==> src/rtl/echo_ram_sequencer_pkg.sv <==
// echo_ram_sequencer_pkg: shared sizes and FSM encoding for the echo delay-RAM sequencer
package echo_ram_sequencer_pkg;
    localparam int NTAPS_DEF  = 3;
    localparam int ADDR_W_DEF = 13;
    localparam int DATA_W_DEF = 10;
    localparam int ACC_W      = 13;
    localparam int SW_W       = 10;
    typedef enum logic [2:0] {S_CLEAR, S_IDLE, S_READ, S_DRAIN, S_WRITE} state_t;
endpackage

==> src/rtl/echo_ram_sequencer_strobe_sync.sv <==
// echo_ram_sequencer_strobe_sync: 2-FF synchroniser plus rising-edge detect for the ADC strobe
//   i_clk    system clock
//   i_rst_n  asynchronous active-low reset
//   i_level  asynchronous level input
//   o_pulse  one-cycle pulse per synchronised rising edge
module echo_ram_sequencer_strobe_sync (
    input  logic i_clk,
    input  logic i_rst_n,
    input  logic i_level,
    output logic o_pulse
);
    logic [2:0] r_sh;
    always_ff @(posedge i_clk or negedge i_rst_n) begin
        if (!i_rst_n) r_sh <= '0;
        else r_sh <= {r_sh[1:0], i_level};
    end
    assign o_pulse = r_sh[1] & ~r_sh[2];
endmodule

==> src/rtl/echo_ram_sequencer.sv <==
// echo_ram_sequencer: per-sample delay-RAM tap reads, feedback write-back and saturated echo output
//   sysclk, rst_n         clock, asynchronous active-low reset
//   data_valid, x_in      ADC sample-ready level (async) and input sample
//   delay_sw              base delay in units of 8 samples
//   ram_addr/wdata/we     delay RAM request, ram_rdata returns one cycle after ram_addr
//   y_out, y_valid        processed sample and its update pulse
//   busy, overrun         not-idle flag, sticky strobe-while-busy flag
module echo_ram_sequencer
    import echo_ram_sequencer_pkg::*;
#(
    parameter int NTAPS  = NTAPS_DEF,
    parameter int ADDR_W = ADDR_W_DEF,
    parameter int DATA_W = DATA_W_DEF
) (
    input  logic              sysclk,
    input  logic              rst_n,
    input  logic              data_valid,
    input  logic [DATA_W-1:0] x_in,
    input  logic [SW_W-1:0]   delay_sw,
    output logic [ADDR_W-1:0] ram_addr,
    output logic [DATA_W-2:0] ram_wdata,
    output logic              ram_we,
    input  logic [DATA_W-2:0] ram_rdata,
    output logic [DATA_W-1:0] y_out,
    output logic              y_valid,
    output logic              busy,
    output logic              overrun
);
    localparam logic [1:0] LAST_TAP = 2'(NTAPS - 1);
    localparam logic signed [ACC_W:0] Y_MAX = (ACC_W + 1)'(2 ** (DATA_W - 1) - 1);
    localparam logic signed [ACC_W:0] Y_MIN = ~Y_MAX;
    state_t                   r_state, w_next;
    logic [ADDR_W-1:0]        r_clr_addr, r_wr_ptr, r_off, w_base;
    logic [DATA_W-1:0]        r_x, r_y, w_y;
    logic [SW_W-1:0]          r_dly;
    logic [1:0]               r_tap, r_rd_k;
    logic                     r_rd_v, r_y_valid, r_overrun, w_strobe;
    logic signed [ACC_W-1:0]  r_acc, w_tap;
    logic signed [ACC_W:0]    w_diff;

    echo_ram_sequencer_strobe_sync u_sync (
        .i_clk   (sysclk),
        .i_rst_n (rst_n),
        .i_level (data_valid),
        .o_pulse (w_strobe)
    );

    assign w_base = ADDR_W'({r_dly, 3'b000});
    assign w_tap  = {{(ACC_W - DATA_W + 1){ram_rdata[DATA_W-2]}}, ram_rdata};
    assign w_diff = {{(ACC_W + 1 - DATA_W){r_x[DATA_W-1]}}, r_x} - {r_acc[ACC_W-1], r_acc};
    assign w_y    = (w_diff > Y_MAX) ? Y_MAX[DATA_W-1:0] :
                    (w_diff < Y_MIN) ? Y_MIN[DATA_W-1:0] : w_diff[DATA_W-1:0];

    // r_off holds (k+1)*B for the tap being read, so the address is a plain subtract
    assign ram_addr  = (r_state == S_CLEAR) ? r_clr_addr :
                       (r_state == S_READ)  ? r_wr_ptr - r_off : r_wr_ptr;
    assign ram_wdata = (r_state == S_WRITE) ? w_y[DATA_W-1:1] : '0;
    // the FSM rests in CLEAR while reset is held; keep the RAM from being written then
    assign ram_we    = rst_n & ((r_state == S_CLEAR) | (r_state == S_WRITE));
    assign y_out     = r_y;
    assign y_valid   = r_y_valid;
    assign busy      = (r_state != S_IDLE);
    assign overrun   = r_overrun;

    always_comb begin
        w_next = r_state;
        case (r_state)
            S_CLEAR: w_next = &r_clr_addr ? S_IDLE : S_CLEAR;
            S_IDLE:  w_next = w_strobe ? S_READ : S_IDLE;
            S_READ:  w_next = (r_tap == LAST_TAP) ? S_DRAIN : S_READ;
            S_DRAIN: w_next = S_WRITE;
            S_WRITE: w_next = S_IDLE;
            default: w_next = S_CLEAR;
        endcase
    end

    always_ff @(posedge sysclk or negedge rst_n) begin
        if (!rst_n) begin
            r_state    <= S_CLEAR;
            r_clr_addr <= '0;
            r_wr_ptr   <= '0;
            r_off      <= '0;
            r_x        <= '0;
            r_dly      <= '0;
            r_tap      <= '0;
            r_rd_k     <= '0;
            r_rd_v     <= 1'b0;
            r_acc      <= '0;
            r_y        <= '0;
            r_y_valid  <= 1'b0;
            r_overrun  <= 1'b0;
        end else begin
            r_state   <= w_next;
            r_y_valid <= 1'b0;
            r_rd_v    <= 1'b0;
            // read data lags its address by one cycle, so it is tagged with the previous tap index
            if (r_rd_v) r_acc <= r_acc + (w_tap >>> r_rd_k);
            if (w_strobe && r_state != S_IDLE && r_state != S_CLEAR) r_overrun <= 1'b1;
            if (r_state == S_CLEAR) r_clr_addr <= r_clr_addr + 1'b1;
            if (r_state == S_IDLE && w_strobe) begin
                r_x   <= x_in;
                r_dly <= delay_sw;
                r_off <= ADDR_W'({delay_sw, 3'b000});
                r_acc <= '0;
                r_tap <= '0;
            end
            if (r_state == S_READ) begin
                r_tap  <= r_tap + 1'b1;
                r_off  <= r_off + w_base;
                r_rd_k <= r_tap;
                r_rd_v <= |r_dly;
            end
            if (r_state == S_WRITE) begin
                r_y       <= w_y;
                r_y_valid <= 1'b1;
                r_wr_ptr  <= r_wr_ptr + 1'b1;
            end
        end
    end
endmodule

==> config.mk <==
export PLATFORM = sky130hd
export DESIGN_NAME = echo_ram_sequencer
export DESIGN_NICKNAME = d
export VERILOG_FILES = /design/src/rtl/echo_ram_sequencer_pkg.sv /design/src/rtl/echo_ram_sequencer_strobe_sync.sv /design/src/rtl/echo_ram_sequencer.sv
export SDC_FILE = /design/constraint.sdc
export NUM_CORES = 1
export LEC_CHECK = 0
export ABC_AREA = 0
export CORE_MARGIN = 3
export CORE_UTILIZATION = 50
export CTS_CLUSTER_DIAMETER = 150
export DETAILED_ROUTE_END_ITERATION = 6
export DONT_BUFFER_PORTS = 1
export GPL_ROUTABILITY_DRIVEN = 0
export GPL_TIMING_DRIVEN = 0
export SYNTH_ARGS = -nofsm -noshare
export SYNTH_HDL_FRONTEND = slang
export SYNTH_SLANG_ARGS = --single-unit
==> constraint.sdc <==
create_clock -name sysclk -period 6.9 [get_ports sysclk]
set_clock_uncertainty 0.1 [all_clocks]
set_input_delay 0 -clock sysclk [delete_from_list [all_inputs] [get_ports sysclk]]
set_output_delay 0 -clock sysclk [all_outputs]
set_load 0.1 [all_outputs]
-- Yosys cells after proc, flatten, opt, wreduce, memory -nomap -nowiden
Index checks and enable logic that the tools add are counted.
- bits in registers: 95
- input port bits: 32
- output and inout bits: 36
- add/sub/neg operators: 7
- order comparisons: 2
- equal/unequal tests: 6
- shift operators: 1
- multiplexer cells: 17
- bitwise logic cells: 4
- reduce and logical (&&, ||, !) cells: 9
- operators with widths (cell ; number):
    $mux 13 ; 6
    $add 13x1->13 const B ; 2
    $add 13x13->13 ; 2
    $mux 10 ; 2
    $pmux 3 s5 ; 1
    $gt 14x10->1 const B ; 1
    $lt 14x10->1 const B ; 1
    $sub 10x13->14 ; 1
    $reduce_and 13->1 ; 1
    $sshr 9x2->13 ; 1
    $sub 13x13->13 ; 1
    $reduce_or 10->1 ; 1
    $mux 9 ; 1
    $eq 3x2->1 const B ; 2
    $mux 2 ; 3
    $mux 1 ; 4
    $reduce_bool 2->1 ; 2
    $eq 3x1->1 const B ; 1
    $eq 3x3->1 const B ; 1
    $logic_and 1x1->1 ; 3
    $logic_not 3->1 ; 1
    $ne 3x1->1 const B ; 1
    $reduce_bool 3->1 ; 1
    $add 2x1->2 const B ; 1
    4 further kinds ; 5

-- Depth between registers and ports, before layout
Gate-level depths: netlist (run 1).
- word-level depth: 5
- gate-level depth with buffers: 13
- gate-level depth less buffers: 12

-- Modules after synthesis
A second synthesis (run 1) with hierarchy kept.
- cells, all modules: 679
- area, all modules: 6130.9 µm²
- modules (own cells, without submodules) (module ; instances ; cells an instance ; area an instance (µm²) ; seq. area each (µm²)):
    echo_ram_sequencer ; 1 ; 675 ; 6042.0 ; 2227.1
    echo_ram_sequencer_strobe_sync ; 1 ; 4 ; 88.8 ; 75.1

-- Worst setup path before layout (run 1)
Ideal clock, no wire load.
- kind: register to output
- from: reg r_wr_ptr[3]
- to: out ram_addr[9]
- arrival: 3.856 ns
- required time: 6.800 ns
- setup slack: 2.944 ns
- stages on the path, launching flop included: 10
- buffers on the path: 0
- path through: dfrtp_1 ha_1 o21ai_0 a21oi_1 o21ai_0 a21oi_1 nor3_1 xnor2_1 mux2i_1 o21ai_0
- cells in the longest elaborated chain, start to end: 3
- ends and longest elaborated chain (item ; RTL line ; RTL):
    start, declared ; echo_ram_sequencer.sv:33 ; logic [ADDR_W-1:0] r_clr_addr, r_wr_ptr, r_off, w_base;
    start signal, assigned ; echo_ram_sequencer.sv:116 ; r_wr_ptr <= r_wr_ptr + 1'b1;
    $sub 13x13->13 ; echo_ram_sequencer.sv:56 ; (r_state == S_READ) ? r_wr_ptr - r_off : r_wr_ptr;
    $mux 13 ; echo_ram_sequencer.sv:56 ;
    $mux 13 ; echo_ram_sequencer.sv:55 ; assign ram_addr = (r_state == S_CLEAR) ? r_clr_addr :
    end, declared ; echo_ram_sequencer.sv:20 ; output logic [ADDR_W-1:0] ram_addr,
No other way between the ends.

-- Worst setup path after layout (run 1)
- from: reg r_x[0]
- to: out ram_wdata[5]
- cells in the longest elaborated chain, start to end: 5
- elaborated cells on any way between the ends: 6
- classes of those cells: 1 x add/sub; 2 x order compare; 3 x mux
- ends and longest elaborated chain (item ; RTL line ; RTL):
    start, declared ; echo_ram_sequencer.sv:34 ; logic [DATA_W-1:0] r_x, r_y, w_y;
    start signal, assigned ; echo_ram_sequencer.sv:101 ; r_x <= x_in;
    $sub 10x13->14 * ; echo_ram_sequencer.sv:50 ; assign w_diff = {{(ACC_W + 1 - DATA_W){r_x[DATA_W-1]}}, r_x} - {r_acc[ACC_W-1], r_acc};
    $lt 14x10->1 ; echo_ram_sequencer.sv:52 ; (w_diff < Y_MIN) ? Y_MIN[DATA_W-1:0] : w_diff[DATA_W-1:0];
    $mux 10 ; echo_ram_sequencer.sv:52 ;
    $mux 10 * ; echo_ram_sequencer.sv:51 ; assign w_y = (w_diff > Y_MAX) ? Y_MAX[DATA_W-1:0] :
    $mux 9 * ; echo_ram_sequencer.sv:57 ; assign ram_wdata = (r_state == S_WRITE) ? w_y[DATA_W-1:1] : '0;
    end, declared ; echo_ram_sequencer.sv:21 ; output logic [DATA_W-2:0] ram_wdata,
Mark *: on every way between the ends. The rest lies on a longest branch, timed or not.

==> metrics, run 1 <==
Final Hold Fails 0; wl on met1 6.30 mm; setup TNS 0 ps; final WL 14.5 mm; CP Cell Sequence inv_1 > ha_1 > inv_1 > fa_1 > a21oi_2 > o2111ai_2 > a31o_1 > a21oi_2 > xor2_1 > nor4_2 > a21oi_2 > buf_6 > o21ai_2; cts bufs inserted 9; clk slew on worst S/H paths 70 ps; worst hold slack 13.0 ps; class of the worst hold path in -> reg; peak supply drop between 100 and 150 µV; drt drc 0; WL/cell 16.6 µm; Post-synth EDFFs 0; max incr delay on CP 870 ps; CTS sink cnt 92; Layout Cells excl Fill 871; setup repair bufs after CTS 0; Gate power share 0.059; post-synthesis sequential area ratio 0.376; fin. max-slew vios 0; RSZ-0062 raised after global routing no; vias in the first global route approximately 4800; Hold Path Depth 4; CTS tree built; Most used DFF post-synth dfrtp_1; Cell Int Power 864 µW; fin crit share 0.574; Mapped Nets roughly 770; input/output buffers 0; arrival time at the worst endpoint 3860 ps; syn_area_per_cell between 8 and 9 µm²; initial core utilization 0.523; routed wl met2 7.00 mm; met3 WL post-DR approximately 700 µm; LEAKAGE 3.17 nW; most frequent cells in the layout nand2_1, dfrtp_1, nor2_1, inv_1, ha_1; # nets final 806; ys async rst share 1.00; die width 117 µm; Post-Layout Inst Area 0.00694 mm²; Net Sw Frac 0.231; grt total ovfl 0; CP max FO 10; Slew HR 0.256; Setup crit end kind output port; HPWL Detailed 10.7 mm; Post-CTS Resized 0; worst skew pair latency 340 ps; placed cell areas ~0.0064 mm²; num ports 68; fmax 0.253 GHz; clk buf depth 2; Synth Instances between 600 and 700; ANT nets after route 0; TritonRoute pass-1 iters 4; initial antenna violation count 0; Worst Setup Start Kind flip-flop; final worst path period need 3960 ps; H-tree Lvls 3; worst r2r path cells 12; most common cell after layout, fill and taps aside nand2_1; Row Count 39; die area 0.0136 mm²; GRT Overall Usage 0.218; status complete, no violations; share of layout cells above drive strength 1 0.0948; placed cell count 831; post-synthesis cell area around 0.0061 mm²; Yosys cell types 66; Clk pwr share 0.458; Area Overhead vs Synth 13.3%; Slowest cell on crit path o21ai_2; Root Driver clkbuf_16; setup violators final 0; core area roughly 0.012 mm²; # diodes 0; Max-cap violations 0; Buf/Inv on CP 3; Psw 260 µW; Highest Signal Layer met4; DRC marker count from the first detailed-route iteration slightly above 200; Critical Path RT 6800 ps; Worst-Margin Slew 1120 ps; Crit path depth 13; largest net degree at the start of global routing 93; FF+latch count, synth 92; pwr dens about 160 mW/mm²; global-route wire length before repair between 20 and 25 mm; DR vias 4891; die height 117 µm; Seq pwr share 0.483; CP most frequent cell a21oi_2; synth warn 0; WS Path Type reg -> out; vias per cell between 5 and 6; CP delay by family, top compound AO/OA/AOI/OAI gates
layout make-up:
class                      instances  area [µm²]
buffer                            20        90.1
clock buffer                      10         239
inverter                          49         184
multi-input combinational        527        3620
clock inverter                     6        70.1
fill                            1070        4770
timing repair buffer              24         258
sequential                        92        2300
tap                              143         179
Yosys cell counts (2+ instances only):
| cell type | number | area share |
|---|---|---|
| a211oi_1 | 2 | 0.0025 |
| a21o_1 | 3 | 0.0037 |
| a21oi_1 | 32 | 0.026 |
| a21oi_2 | 4 | 0.0057 |
| a311oi_1 | 2 | 0.0029 |
| a31oi_1 | 5 | 0.0051 |
| and2_1 | 8 | 0.0082 |
| and3_1 | 6 | 0.0061 |
| buf_6 | 2 | 0.0037 |
| clkbuf_1 | 18 | 0.011 |
| conb_1 | 2 | 0.0012 |
| dfrtp_1 | 92 | 0.38 |
| fa_1 | 3 | 0.0098 |
| ha_1 | 48 | 0.098 |
| inv_1 | 49 | 0.030 |
| mux2_2 | 7 | 0.013 |
| mux2i_1 | 8 | 0.013 |
| mux4_2 | 6 | 0.022 |
| nand2_1 | 122 | 0.075 |
| nand2b_1 | 8 | 0.0082 |
| nand3_1 | 17 | 0.014 |
| nand4_1 | 6 | 0.0061 |
| nor2_1 | 58 | 0.036 |
| nor2b_1 | 2 | 0.0020 |
| nor3_1 | 12 | 0.0098 |
| nor3_2 | 2 | 0.0033 |
| nor3b_1 | 2 | 0.0025 |
| nor4_1 | 3 | 0.0031 |
| o211ai_1 | 7 | 0.0086 |
| o211ai_2 | 3 | 0.0061 |
| o21a_1 | 2 | 0.0025 |
| o21ai_0 | 31 | 0.025 |
| o21ai_1 | 10 | 0.0082 |
| o21bai_1 | 5 | 0.0061 |
| o221ai_1 | 5 | 0.0071 |
| o22ai_1 | 3 | 0.0031 |
| o31a_1 | 2 | 0.0029 |
| o31ai_1 | 3 | 0.0037 |
| or2_2 | 2 | 0.0020 |
| or3_1 | 4 | 0.0041 |
| xnor2_1 | 32 | 0.046 |
| xor2_1 | 26 | 0.037 |
worst register-to-register path: cells and delay by family, from the launching register on:
family / cells / cell delay, ps
xor+xnor: 1 / 120
flops: 1 / 320
buf+inv: 1 / 460
mux: 1 / 600
compound gates: 6 / 1130
simple gates: 1 / 320
fa+ha+maj: 2 / 620
power groups by stage:
stage                     clock (mW)  combinational, mW  sequential (mW)
after detailed placement           0             0.0434            0.553
after global routing           0.555             0.0745            0.543
after CTS                      0.532             0.0676            0.543
after floorplan                    0             0.0361            0.553
after global placement             0             0.0420            0.553
final                          0.515             0.0666            0.543
final timing paths:
kind,startpoint,to,slack [ps]
worst min register to register,u_sync.r_sh[0],u_sync.r_sh[1],260
worst max register to register,r_rd_k[0],r_acc[12],3140
worst max-delay path,r_x[0],ram_wdata[5],2940
worst min-delay path,ram_rdata[8],r_acc[11],10
min in group asynchronous,rst_n,y_out[1],110
max in group asynchronous,rst_n,r_off[5],6190
through the flow:
step,util,setup WS (ps),power [mW]
2_1_floorplan,-,2940,0.589
3_3_place_gp,0.538,2590,0.595
3_5_place_dp,0.544,3140,0.597
4_1_cts,0.593,2900,1.14
5_1_grt,0.593,2690,1.17
6_report,0.593,2940,1.12
registers in the layout (all words and copies together) (netlist names):
name	count
r_off	10
r_rd_v	1
y_valid	1
r_x	10
r_rd_k	2
r_tap	2
r_clr_addr	13
r_dly	10
overrun	1
r_wr_ptr	13
r_state	3
y_out	10
r_acc	13
u_sync.r_sh	3
per-layer routing:
metal,vias to the layer above,global-route usage
li1,2451,-
met1,2326,0.263
met2,88,0.374
met3,26,0.0461
met4,0,0.100
met5,-,0
cells by family (layout without fill, tap and decap cells):
group | count (synthesis) | in the layout | synth area share
AO/OA/AOI/OAI | 136 | 136 | 0.149
XOR/XNOR | 58 | 58 | 0.0829
adder cells (fa/ha/maj) | 51 | 51 | 0.108
buffers and inverters | 69 | 109 | 0.0447
flip-flops | 92 | 92 | 0.376
multiplexers | 21 | 21 | 0.0480
other | 2 | 2 | 0.00123
AND/OR/NAND/NOR | 259 | 259 | 0.190
repair_timing:
| action | in CTS | in global routing |
|---|---|---|
| endpoints found under the setup margin | 0 | 0 |
| endpoints found under the hold margin | 124 | 0 |
| hold buffers | 24 | 0 |
(Power assumes the default switching activity.)
==> inputs of run 2 (changes only) <==
ABC_AREA = 1   (was 0)
clock period = 3.7 ns   (was 6.9 ns; I/O delays follow)
==> run 2 against run 1 <==
Against the previous run:
- worst hold slack better by 36 ps
- flip-flop and latch count stayed put
- synthesized cell count is 24% higher
- combinational power is 58% higher
- power is 85% higher
- sequential share of layout area is 1.3 points lower
- highest routed layer unchanged
==> metrics, run 2 <==
clk buf depth 2; dpl ws 696 ps; ANT nets after route 0; CP Cell Sequence inv_1 > ha_1 > inv_1 > fa_1 > nand3_1 > nand3_1 > nand3_1 > nand3_1 > nand2_1 > nand2_1 > nor2_1 > nand2_1 > nand2_1 > nand2_1 > nand2_1 > nand2_1 > clkinvlp_4; share of layout cells above drive strength 1 0.0793; most common cell after layout, fill and taps aside nand2_1; syn_area_per_cell about 7.4 µm²; Mapped Nets 938; Buf/Inv on CP 3; fin crit share 0.855; worst skew pair latency roughly 360 ps; DRC marker count from the first detailed-route iteration 265; vias per cell 5.19; most frequent cell after synthesis nand2_1; core area 0.0122 mm²; FF+latch count, synth 92; Synth Area in XOR/XNOR 0.0564; Slowest cell on crit path fa_1; worst r2r path cells 12; GRT Overall Usage 0.225; CTS tree built; Row Count 40; worst hold slack 48.7 ps; peak supply drop 187 µV; Seq pwr share 0.483; CP max FO 9; largest cells by area after synthesis dfrtp_1, nand2_1, ha_1; HPWL Detailed 11.6 mm; Final Core Density 0.591; Final Hold Fails 0; die width ~120 µm; HP Start ram_rdata[0]; synth warn 0; Area Overhead vs Synth 13.4%; simple-gate portion of the synthesized area 0.258; post-synthesis sequential area ratio 0.362; ys async rst share 1.00; Synth Area in Compound Gates 0.136; post-synthesis cell area 0.00637 mm²; Worst-Margin Slew 1140 ps; Gate power share 0.051; area of the multi-input gates 0.00359 mm²; Psw 487 µW; H-tree Lvls 3; R2R Path End r_acc[8]; max incr delay on CP 440 ps; final WL 15.4 mm; WL/cell 14.5 µm; die area between 0.01 and 0.015 mm²; Cell Int Power roughly 1.6 mW; input/output buffers 0; Synth Area in Adders 0.104; Post-synth EDFFs 0; setup violators final 0; class of the worst hold path in -> reg; setup repair bufs after CTS 0; status complete, no violations; LEAKAGE 3.65 nW; largest net degree at the start of global routing 93; Max-cap violations 0; initial antenna violation count 0; hold endpoint r_acc[0]; placed cell areas 0.00662 mm²; Critical Path RT 3600 ps; fin. max-slew vios 0; Post-Layout Inst Area 0.00722 mm²; CTS sink cnt 92; CP delay by family, top simple AND/OR/NAND/NOR gates; Final WS setup between 500 and 600 ps; Root Driver clkbuf_16; drt drc 0; most frequent cells in the layout nand2_1, inv_1, dfrtp_1, ha_1; placed cell count 1023; RSZ-0062 raised after global routing no; CP most frequent cell nand2_1; final worst path period need 3160 ps; num ports 68; Clk pwr share 0.466; Hold Path Depth 5; TritonRoute pass-1 iters 4; # nets final 973; vias in the first global route about 5300; R2R setup slack 890 ps; Worst Setup Start Kind flip-flop; DR vias 5518; commonest cells in the synthesized netlist nand2_1, inv_1, dfrtp_1, o21ai_0, ha_1; Slew HR 0.236; # diodes 0; WS Path Type reg -> out; setup TNS 0 ps; Layout Cells excl Fill between 1000 and 1500; Final Power ~2.1 mW; cts bufs inserted 9; cell accounting for the most synthesized area dfrtp_1; Setup crit end kind output port; share of the synthesized area in the top cell type 0.362; arrival time at the worst endpoint roughly 3000 ps; Yosys cell types 44; Most used DFF post-synth dfrtp_1; largest family of logic cells by synthesized area simple AND/OR/NAND/NOR gates; multiplexer share of the synthesized area 0.00157; grt total ovfl 0; global-route wire length before repair roughly 25 mm; fmax around 0.32 GHz; Net Sw Frac 0.233; Synth Instances 855; die height 119 µm; Critical R2R Launch r_rd_k[0]; biggest regs r_acc x13, r_clr_addr x13, r_wr_ptr x13; pwr dens 289 mW/mm²; clk slew on worst S/H paths ~70 ps; Register Area 0.00230 mm²; Filler cells ~1200; initial core utilization 0.521
-- run 2: changes by cell type in the layout (fill, tap and decap cells not counted), moves of 16 or more --
| cell | change |
|---|---|
| inv_1 | +59 |
| nand2_1 | +141 |
| nand3_1 | +16 |
| nor2_1 | -25 |
| o21ai_0 | +23 |
| xnor2_1 | -22 |
-- run 2: logic make-up (layout without fill, tap and decap cells) --
group | count (synthesis) | after routing
buffers and inverters | 138 | 178
AO/OA/AOI/OAI | 148 | 148
other | 2 | 2
flip-flops | 92 | 92
AND/OR/NAND/NOR | 382 | 382
multiplexers | 1 | 1
adder cells (fa/ha/maj) | 51 | 51
XOR/XNOR | 41 | 41
-- run 2: power by group through the flow --
| stage | registers, mW | logic, mW | clock network (mW) |
|---|---|---|---|
| floorplan | 1.03 | 0.0503 | 0 |
| global placement | 1.03 | 0.0588 | 0 |
| detailed placement | 1.03 | 0.0604 | 0 |
| CTS | 1.01 | 0.107 | 1.00 |
| global route | 1.01 | 0.120 | 1.04 |
| finish | 1.01 | 0.105 | 0.972 |
-- run 2: final cells by class --
class / instances / share of cell area
Multi-Input combinational cell: 625 / 0.497
Sequential cell: 92 / 0.319
Inverter: 125 / 0.0692
Timing Repair Buffer: 24 / 0.0357
Clock buffer: 10 / 0.0331
Tap cell: 168 / 0.0291
Clock inverter: 6 / 0.00971
Buffer: 13 / 0.00711
-- run 2: worst max path at each step --
stage          cells after the start      endpoint         from
2_1_floorplan                      7  ram_addr[11]  r_wr_ptr[6]
3_3_place_gp                       9  ram_addr[11]     r_off[7]
3_5_place_dp                      17  ram_wdata[3]       r_x[0]
4_1_cts                           17  ram_wdata[4]       r_x[0]
5_1_grt                           17  ram_wdata[1]       r_x[0]
6_report                          17  ram_wdata[3]       r_x[0]
-- run 2: metal layers --
metal | GRT usage | vias up | wire length [µm]
met5 | 0 | - | 0
li1 | - | 2836 | -
met3 | 0.0375 | 20 | 629
met2 | 0.395 | 98 | 7570
met4 | 0.0883 | 0 | 362
met1 | 0.277 | 2564 | 6850
-- run 2: what timing repair did --
item / 4_1_cts / 5_1_grt
endpoints found under the setup margin: 0 / 8
hold buffers: 24 / 0
endpoints found under the hold margin: 127 / 0
resized for setup: 0 / 8
-- run 2: worst min-delay path, delay by kind of cell --
| kind | cells | cell delay (ps) |
|---|---|---|
| and+or+nand+nor | 3 | 130 |
| adders and majority gates | 1 | 150 |
| AOI/OAI and AO/OA | 1 | 200 |
